## src/rtl/opr3_pkg.sv

```systemverilog
// Shared types for the PDP-8 group-3 operate / EAE sequencer.
package opr3_pkg;

   typedef enum logic [2:0] {
      EAE_NOP = 3'd0,
      EAE_SCL = 3'd1,
      EAE_MUY = 3'd2,
      EAE_DVI = 3'd3,
      EAE_NMI = 3'd4,
      EAE_SHL = 3'd5,
      EAE_ASR = 3'd6,
      EAE_LSR = 3'd7
   } eae_code_e;

   typedef enum logic [2:0] {
      ST_IDLE  = 3'd0,
      ST_LOGIC = 3'd1,
      ST_SHIFT = 3'd2,
      ST_NORM  = 3'd3,
      ST_DONE  = 3'd4
   } state_e;

   typedef enum logic [1:0] {
      SH_SHL  = 2'd0,
      SH_ASR  = 2'd1,
      SH_LSR  = 2'd2,
      SH_NORM = 2'd3
   } shift_mode_e;

   // MUY and DVI complete after the logic step with illegal asserted.
   localparam eae_code_e ILLEGAL_CODE_A = EAE_MUY;
   localparam eae_code_e ILLEGAL_CODE_B = EAE_DVI;

   function automatic logic is_illegal(eae_code_e code);
      return (code == ILLEGAL_CODE_A) || (code == ILLEGAL_CODE_B);
   endfunction

endpackage

```

## src/rtl/opr3_eae_seq_if.sv

```systemverilog
// Request/result bundle between the AC datapath and the operate/EAE sequencer.
interface opr3_eae_seq_if #(
   parameter int unsigned WIDTH    = 12,
   parameter int unsigned SC_WIDTH = 5
);
   logic                start;
   logic                opr_cla;
   logic                opr_mqa;
   logic                opr_sca;
   logic                opr_mql;
   logic [2:0]          eae_code;
   logic [WIDTH-1:0]    operand;
   logic [WIDTH-1:0]    ac_in;
   logic                link_in;
   logic [WIDTH-1:0]    ac_out;
   logic                link_out;
   logic                ac_we;
   logic [WIDTH-1:0]    mq;
   logic [SC_WIDTH-1:0] sc;
   logic                busy;
   logic                done;
   logic                illegal;

   modport master (
      output start, opr_cla, opr_mqa, opr_sca, opr_mql, eae_code, operand, ac_in, link_in,
      input  ac_out, link_out, ac_we, mq, sc, busy, done, illegal
   );

   modport slave (
      input  start, opr_cla, opr_mqa, opr_sca, opr_mql, eae_code, operand, ac_in, link_in,
      output ac_out, link_out, ac_we, mq, sc, busy, done, illegal
   );
endinterface

```

## src/rtl/opr3_shifter.sv

```systemverilog
// Combinational one-bit shift of {link,ac,mq}; NORM shifts left like SHL.
module opr3_shifter
   import opr3_pkg::*;
#(
   parameter int unsigned WIDTH = 12
) (
   input  shift_mode_e      mode,
   input  logic             link,
   input  logic [WIDTH-1:0] ac,
   input  logic [WIDTH-1:0] mq,
   output logic             link_c,
   output logic [WIDTH-1:0] ac_c,
   output logic [WIDTH-1:0] mq_c
);
   localparam int unsigned DW = 2 * WIDTH;

   logic [DW-1:0] word;
   logic [DW-1:0] res;

   assign word = {ac, mq};

   always_comb begin
      res    = word;
      link_c = link;
      case (mode)
         SH_SHL, SH_NORM: begin
            res    = {word[DW-2:0], 1'b0};
            link_c = word[DW-1];
         end
         SH_ASR: begin
            res    = {word[DW-1], word[DW-1:1]};
            link_c = word[DW-1];
         end
         SH_LSR: begin
            res    = {1'b0, word[DW-1:1]};
            link_c = 1'b0;
         end
         default: begin
            res    = word;
            link_c = link;
         end
      endcase
   end

   assign {ac_c, mq_c} = res;

endmodule

```

## src/rtl/opr3_eae_seq.sv

```systemverilog
// Sequenced group-3 operate / EAE step unit owning MQ and SC.
module opr3_eae_seq
   import opr3_pkg::*;
#(
   parameter int unsigned WIDTH    = 12,
   parameter int unsigned SC_WIDTH = 5
) (
   input  logic            clk,
   input  logic            rst_n,
   opr3_eae_seq_if.slave   bus
);
   state_e              state;
   eae_code_e           code;
   logic                cla, mqa, sca, mql;
   logic [SC_WIDTH-1:0] cnt;
   logic [SC_WIDTH-1:0] sc_r;
   logic [WIDTH-1:0]    ac_r, mq_r, ac_out;
   logic                link_r, link_out;
   logic                ac_we, done, busy, illegal;

   logic [WIDTH-1:0]    a1, logic_ac;
   shift_mode_e         mode;
   logic                sh_link;
   logic [WIDTH-1:0]    sh_ac, sh_mq;
   logic                norm_stop;

   // SCA sees the SC value from before this instruction touches it.
   assign a1       = cla ? '0 : ac_r;
   assign logic_ac = (mqa ? mq_r : '0) | (sca ? WIDTH'(sc_r) : '0) | (mql ? '0 : a1);

   always_comb begin
      mode = SH_NORM;
      case (code)
         EAE_SHL: mode = SH_SHL;
         EAE_ASR: mode = SH_ASR;
         EAE_LSR: mode = SH_LSR;
         default: mode = SH_NORM;
      endcase
   end

   // Saturated SC also ends normalisation so the count never wraps.
   assign norm_stop = (ac_r[WIDTH-1] != ac_r[WIDTH-2]) || ({ac_r, mq_r} == '0) || (sc_r == '1);

   opr3_shifter #(.WIDTH(WIDTH)) u_shifter (
      .mode   (mode),
      .link   (link_r),
      .ac     (ac_r),
      .mq     (mq_r),
      .link_c (sh_link),
      .ac_c   (sh_ac),
      .mq_c   (sh_mq)
   );

   always_ff @(posedge clk or negedge rst_n) begin
      if (!rst_n) begin
         state    <= ST_IDLE;
         code     <= EAE_NOP;
         cla      <= 1'b0;
         mqa      <= 1'b0;
         sca      <= 1'b0;
         mql      <= 1'b0;
         cnt      <= '0;
         sc_r     <= '0;
         ac_r     <= '0;
         mq_r     <= '0;
         link_r   <= 1'b0;
         ac_out   <= '0;
         link_out <= 1'b0;
         ac_we    <= 1'b0;
         done     <= 1'b0;
         busy     <= 1'b0;
         illegal  <= 1'b0;
      end else begin
         ac_we   <= 1'b0;
         done    <= 1'b0;
         illegal <= 1'b0;
         case (state)
            ST_IDLE: begin
               if (bus.start) begin
                  ac_r   <= bus.ac_in;
                  link_r <= bus.link_in;
                  cla    <= bus.opr_cla;
                  mqa    <= bus.opr_mqa;
                  sca    <= bus.opr_sca;
                  mql    <= bus.opr_mql;
                  code   <= eae_code_e'(bus.eae_code);
                  cnt    <= bus.operand[SC_WIDTH-1:0];
                  busy   <= 1'b1;
                  state  <= ST_LOGIC;
               end
            end
            ST_LOGIC: begin
               ac_r <= logic_ac;
               if (mql) mq_r <= a1;
               case (code)
                  EAE_SHL, EAE_ASR, EAE_LSR: begin
                     sc_r  <= cnt;
                     state <= ST_SHIFT;
                  end
                  EAE_NMI: begin
                     sc_r  <= '0;
                     state <= ST_NORM;
                  end
                  default: begin
                     if (code == EAE_SCL) sc_r <= cnt;
                     ac_out   <= logic_ac;
                     link_out <= link_r;
                     ac_we    <= 1'b1;
                     done     <= 1'b1;
                     illegal  <= is_illegal(code);
                     state    <= ST_DONE;
                  end
               endcase
            end
            ST_SHIFT: begin
               ac_r   <= sh_ac;
               mq_r   <= sh_mq;
               link_r <= sh_link;
               if (sc_r == '0) begin
                  ac_out   <= sh_ac;
                  link_out <= sh_link;
                  ac_we    <= 1'b1;
                  done     <= 1'b1;
                  state    <= ST_DONE;
               end else begin
                  sc_r <= sc_r - SC_WIDTH'(1);
               end
            end
            ST_NORM: begin
               if (norm_stop) begin
                  ac_out   <= ac_r;
                  link_out <= link_r;
                  ac_we    <= 1'b1;
                  done     <= 1'b1;
                  state    <= ST_DONE;
               end else begin
                  ac_r   <= sh_ac;
                  mq_r   <= sh_mq;
                  link_r <= sh_link;
                  sc_r   <= sc_r + SC_WIDTH'(1);
               end
            end
            ST_DONE: begin
               busy  <= 1'b0;
               state <= ST_IDLE;
            end
            default: state <= ST_IDLE;
         endcase
      end
   end

   assign bus.ac_out   = ac_out;
   assign bus.link_out = link_out;
   assign bus.ac_we    = ac_we;
   assign bus.mq       = mq_r;
   assign bus.sc       = sc_r;
   assign bus.busy     = busy;
   assign bus.done     = done;
   assign bus.illegal  = illegal;

endmodule

```

## src/flat_wrapper.sv

```systemverilog
// flat-port wrapper written by rule: the top's interface ports become plain ports
module opr3_eae_seq_flat import opr3_pkg::*;
#(
   parameter int unsigned WIDTH    = 12,
   parameter int unsigned SC_WIDTH = 5
)
  (clk, rst_n, bus_start, bus_opr_cla, bus_opr_mqa, bus_opr_sca, bus_opr_mql, bus_eae_code, bus_operand, bus_ac_in, bus_link_in, bus_ac_out, bus_link_out, bus_ac_we, bus_mq, bus_sc, bus_busy, bus_done, bus_illegal);
  opr3_eae_seq_if #(.WIDTH(WIDTH), .SC_WIDTH(SC_WIDTH)) bus_i ();
  input  logic clk;
  input  logic rst_n;
  input wire logic [$bits(bus_i.start)-1:0] bus_start;
  input wire logic [$bits(bus_i.opr_cla)-1:0] bus_opr_cla;
  input wire logic [$bits(bus_i.opr_mqa)-1:0] bus_opr_mqa;
  input wire logic [$bits(bus_i.opr_sca)-1:0] bus_opr_sca;
  input wire logic [$bits(bus_i.opr_mql)-1:0] bus_opr_mql;
  input wire logic [$bits(bus_i.eae_code)-1:0] bus_eae_code;
  input wire logic [$bits(bus_i.operand)-1:0] bus_operand;
  input wire logic [$bits(bus_i.ac_in)-1:0] bus_ac_in;
  input wire logic [$bits(bus_i.link_in)-1:0] bus_link_in;
  output wire logic [$bits(bus_i.ac_out)-1:0] bus_ac_out;
  output wire logic [$bits(bus_i.link_out)-1:0] bus_link_out;
  output wire logic [$bits(bus_i.ac_we)-1:0] bus_ac_we;
  output wire logic [$bits(bus_i.mq)-1:0] bus_mq;
  output wire logic [$bits(bus_i.sc)-1:0] bus_sc;
  output wire logic [$bits(bus_i.busy)-1:0] bus_busy;
  output wire logic [$bits(bus_i.done)-1:0] bus_done;
  output wire logic [$bits(bus_i.illegal)-1:0] bus_illegal;
  assign bus_i.start = bus_start;
  assign bus_i.opr_cla = bus_opr_cla;
  assign bus_i.opr_mqa = bus_opr_mqa;
  assign bus_i.opr_sca = bus_opr_sca;
  assign bus_i.opr_mql = bus_opr_mql;
  assign bus_i.eae_code = bus_eae_code;
  assign bus_i.operand = bus_operand;
  assign bus_i.ac_in = bus_ac_in;
  assign bus_i.link_in = bus_link_in;
  assign bus_ac_out = bus_i.ac_out;
  assign bus_link_out = bus_i.link_out;
  assign bus_ac_we = bus_i.ac_we;
  assign bus_mq = bus_i.mq;
  assign bus_sc = bus_i.sc;
  assign bus_busy = bus_i.busy;
  assign bus_done = bus_i.done;
  assign bus_illegal = bus_i.illegal;
  opr3_eae_seq #(.WIDTH(WIDTH), .SC_WIDTH(SC_WIDTH)) u_core (.clk(clk), .rst_n(rst_n), .bus(bus_i));
endmodule
```

## config.mk

```make
export PLATFORM = sky130hd
export DESIGN_NAME = opr3_eae_seq_flat
export DESIGN_NICKNAME = d
export VERILOG_FILES = /design/src/rtl/opr3_pkg.sv /design/src/rtl/opr3_eae_seq_if.sv /design/src/rtl/opr3_shifter.sv /design/src/rtl/opr3_eae_seq.sv /design/src/flat_wrapper.sv
export SDC_FILE = /design/constraint.sdc
export NUM_CORES = 1
export LEC_CHECK = 0
export ABC_AREA = 1
export BUFFER_PORTS_ARGS = -buffer_cell sky130_fd_sc_hd__buf_2
export CAP_MARGIN = 15
export CORE_UTILIZATION = 30
export CTS_BUF_LIST = sky130_fd_sc_hd__clkbuf_16
export CTS_CLUSTER_SIZE = 20
export DETAILED_ROUTE_END_ITERATION = 16
export RECOVER_POWER = 100
export SLEW_MARGIN = 40
export SYNTH_ARGS = -nofsm -noshare
export SYNTH_HDL_FRONTEND = slang
export SYNTH_SLANG_ARGS = --single-unit
export TNS_END_PERCENT = 5
```

## constraint.sdc

```tcl
create_clock -name clk -period 2.56 [get_ports clk]
set_clock_uncertainty 0.05 [all_clocks]
set_input_delay 0.128 -clock clk [delete_from_list [all_inputs] [get_ports clk]]
set_output_delay 0.128 -clock clk [all_outputs]
set_load 0.01 [all_outputs]
```

==> results by group <==
Clocking
  • Clock sinks: 61
  • CTS clk-pin slew, worst paths: roughly 50 ps
  • # resized after CTS: 0
  • Number of setup buffers added after CTS: 0
  • CTS tree: done
  • Worst skew pair latency: roughly 340 ps
  • Post-CTS Hold Buffers: 13
  • H-tree levels: 3
  • Inserted Clock Buffers: 9
  • Max Root-Sink Buffers: 2
  • Root Buffer: clkbuf_16

Synthesis
  • Synthesized Nets: ~600
  • Most frequent cells after synthesis: nand2_1, dfrtp_1, nand3_1
  • Avg Synthesized Cell Area: roughly 7 um2
  • Flops & latches, synth: between 60 and 70
  • Synth area leader: dfrtp_1
  • Most frequent cell after synthesis: nand2_1
  • Mapped Cells: approximately 560
  • YS warnings: 0
  • Synth Flop Type: dfrtp_1
  • Post-synthesis sequential area ratio: 0.396
  • Number of synthesized flops with an enable pin: 0
  • Async SR Flop Fraction: 1.00
  • Synth top area share: 0.396
  • Top post-synthesis cells by area: dfrtp_1, nand2_1, nand3_1
  • Synth Cell Area: ~0.0039 mm2
  • Post-synthesis cell type count: 28

Final layout
  • Antenna diodes: 0
  • Layout cell share with drive strength beyond 1: 0.101
  • Fin area: roughly 0.0047 mm2
  • Fill count: about 1,400
  • Fin nets: just under 700
  • Area growth from synthesis to layout: 22.4%

Setup path
  • Slowest stage cell on the critical path: dfrtp_1
  • Type of origin of the critical path: flip-flop
  • Cell chain of the critical path: inv_1 > nor3_1 > inv_1 > ha_1 > inv_1 > o21ai_0 > inv_1 > nand2_1 > a22oi_1 > nand4_1 > nand2_1
  • Most frequent CP cell: inv_1
  • CP max FO: 12
  • Setup crit end kind: flip-flop
  • Arr. time, crit path: between 2000 and 2500 ps
  • Crit path max-delay family: simple AND/OR/NAND/NOR gates
  • Kind of critical path: reg -> reg
  • Critical Path RT: 2780 ps
  • Slowest cell delay on critical path: between 300 and 400 ps
  • Worst Path Buf+Inv: 4

Die
  • Die H: 115 um
  • Initial Util: 0.307
  • Core ar.: ~0.013 mm2
  • I/O Pins: 69
  • Die X: 115 um
  • Number of core rows: 41
  • Die Area: about 0.013 mm2

Placement
  • Post-DP HPWL: 9.05 mm
  • GPL Wtd Cong: a little under 0.9
  • Placed instance area: roughly 0.0043 mm2
  • DP Worst Slack: 313 ps
  • Port buffer count: ~60

Outcome
  • Outcome: complete, but fails checks
  • Failing checks: max-capacitance violations, max-slew violations

Global routing
  • Grt ovf: 0
  • Total track usage: 0.206
  • First-pass GRT wire length: 20.7 mm
  • Vias in the first global route: a little under 4,000
  • Initial antenna violation count: 0
  • Largest net degree at the start of global routing: 26

Route
  • DR vias/cell: between 5 and 6
  • # DRC: 0
  • Drt wl/cell: 15.6 um
  • Post-route ant nets: 0
  • Drt first-iter violations: 325
  • DR WL met2: about 5.6 mm
  • Met3 Wirelength: around 750 um
  • Total number of vias: 4,065
  • Top sig layer: met4
  • Final WL: ~13 mm
  • Met1 WL: about 6 mm
  • DR pass1 iterations: 5

Power
  • PD cells: between 1000 and 1500 mW/mm2
  • Final Power: roughly 0.0063 W
  • IR drop worst, VDD: between 0.4 and 0.5 mV
  • Leakage: 2.34 nW

Timing
  • Max Freq: roughly 440 MHz
  • Final Hold Viols: 0
  • Clock period minus final worst setup slack: roughly 2300 ps
  • Relative slew slack: -0.112
  • Fin worst setup slack: 293 ps
  • RSZ-0062 raised after global routing: false
  • Final Cycle Share: 0.886
  • Count of final setup violators: 0
  • Fin. max-slew vios: 26
  • Slew @ Worst Pin: ~1700 ps
  • Setup TNS: 0 ps

Hold path
  • Hold Path Class: in -> reg

Job
  • Max Cap Viol: 1
-- cells by family (layout without fill, tap and decap cells) --
logic type,Yosys count,count (layout),synth area share
buffers and inverters,71,145,0.0766
AOI/OAI and AO/OA,83,83,0.134
adders and majority gates,7,7,0.0247
DFF,61,61,0.396
and+or+nand+nor,340,340,0.369
-- worst register-to-register path, cell delays in order, from the launching register on --
cell	delay [ps]
dfrtp_1	370
inv_1	100
nor3_1	280
inv_1	80
ha_1	290
inv_1	70
o21ai_0	120
inv_1	340
nand2_1	90
a22oi_1	160
nand4_1	150
nand2_1	100
-- stage by stage --
| stage | hold slack (ps) | instances | util |
|---|---|---|---|
| final | 50.9 | 808 | 0.375 |
| after global routing | 91.6 | 808 | 0.375 |
| after CTS | 42.4 | 808 | 0.380 |
| after detailed placement | 146 | 779 | 0.345 |
| after global placement | 152 | 779 | 0.345 |
| after floorplan | -218 | 562 | - |
-- final timing paths --
| path | from | endpoint | slack (ps) | cells after the start |
|---|---|---|---|---|
| setup reg to reg | u_core.code[2]$_DFFE_PN0P_ | u_core.bus.mq[11]$_DFFE_PN0P_ | 290 | 11 |
| hold / removal | bus_ac_in[7] | u_core.ac_r[7]$_DFFE_PN0P_ | 50 | 5 |
| max in group asynchronous | rst_n | u_core.bus.mq[11]$_DFFE_PN0P_ | 460 | 3 |
| min in group asynchronous | rst_n | u_core.bus.link_out$_DFFE_PN0P_ | 710 | 2 |
| setup / recovery | u_core.code[2]$_DFFE_PN0P_ | u_core.bus.mq[11]$_DFFE_PN0P_ | 290 | 11 |
| hold reg to reg | u_core.code[2]$_DFFE_PN0P_ | u_core.bus.illegal$_DFF_PN0_ | 420 | 1 |
-- report_power, final --
group	internal (W)	total [W]	switching [W]	leakage [nW]
registers	0.00138	0.00191	0.000532	0.779
clock network	0.000837	0.00128	0.000441	0.155
logic	0.00106	0.00316	0.00210	1.41
total	0.00327	0.00634	0.00307	2.34
-- layer usage --
layer,GRT usage,vias to the layer above
met5,0,-
met4,0.0788,0
met3,0.0374,19
met2,0.310,150
met1,0.291,1898
li1,-,1998
-- registers in the layout, summed over array words and instances, names as in the netlist, 3 cells and up --
name               cells
u_core.bus.ac_out     12
u_core.bus.mq         12
u_core.state           3
u_core.bus.sc          5
u_core.ac_r           12
u_core.code            3
u_core.cnt             5
-- area by class of cell --
class / instances / area [um2] / share of cell area
multi-input cells: 430 / 2030 / 0.430
flip-flops and latches: 61 / 1530 / 0.324
repair buffers: 88 / 487 / 0.103
clock buffers: 9 / 225 / 0.0477
well taps: 172 / 215 / 0.0456
inverters: 41 / 154 / 0.0326
clock inverters: 7 / 81.3 / 0.0172
-- layout by cell type, fill, tap and decap left out, types with 3 or more instances in the layout --
master / n
buf_2: 26
nand4_1: 18
o211ai_1: 10
o31ai_1: 3
a22oi_1: 18
clkbuf_1: 35
o21ai_0: 22
o22ai_1: 13
nor2_1: 21
ha_1: 6
clkbuf_2: 4
nand3_1: 43
nor3_1: 6
nor2_4: 3
nand2_1: 245
clkbuf_16: 9
dfrtp_1: 61
a21oi_1: 15
dlygate4sd3_1: 13
inv_1: 37
inv_2: 5
buf_4: 10
Power figures use the tool's default switching activity.
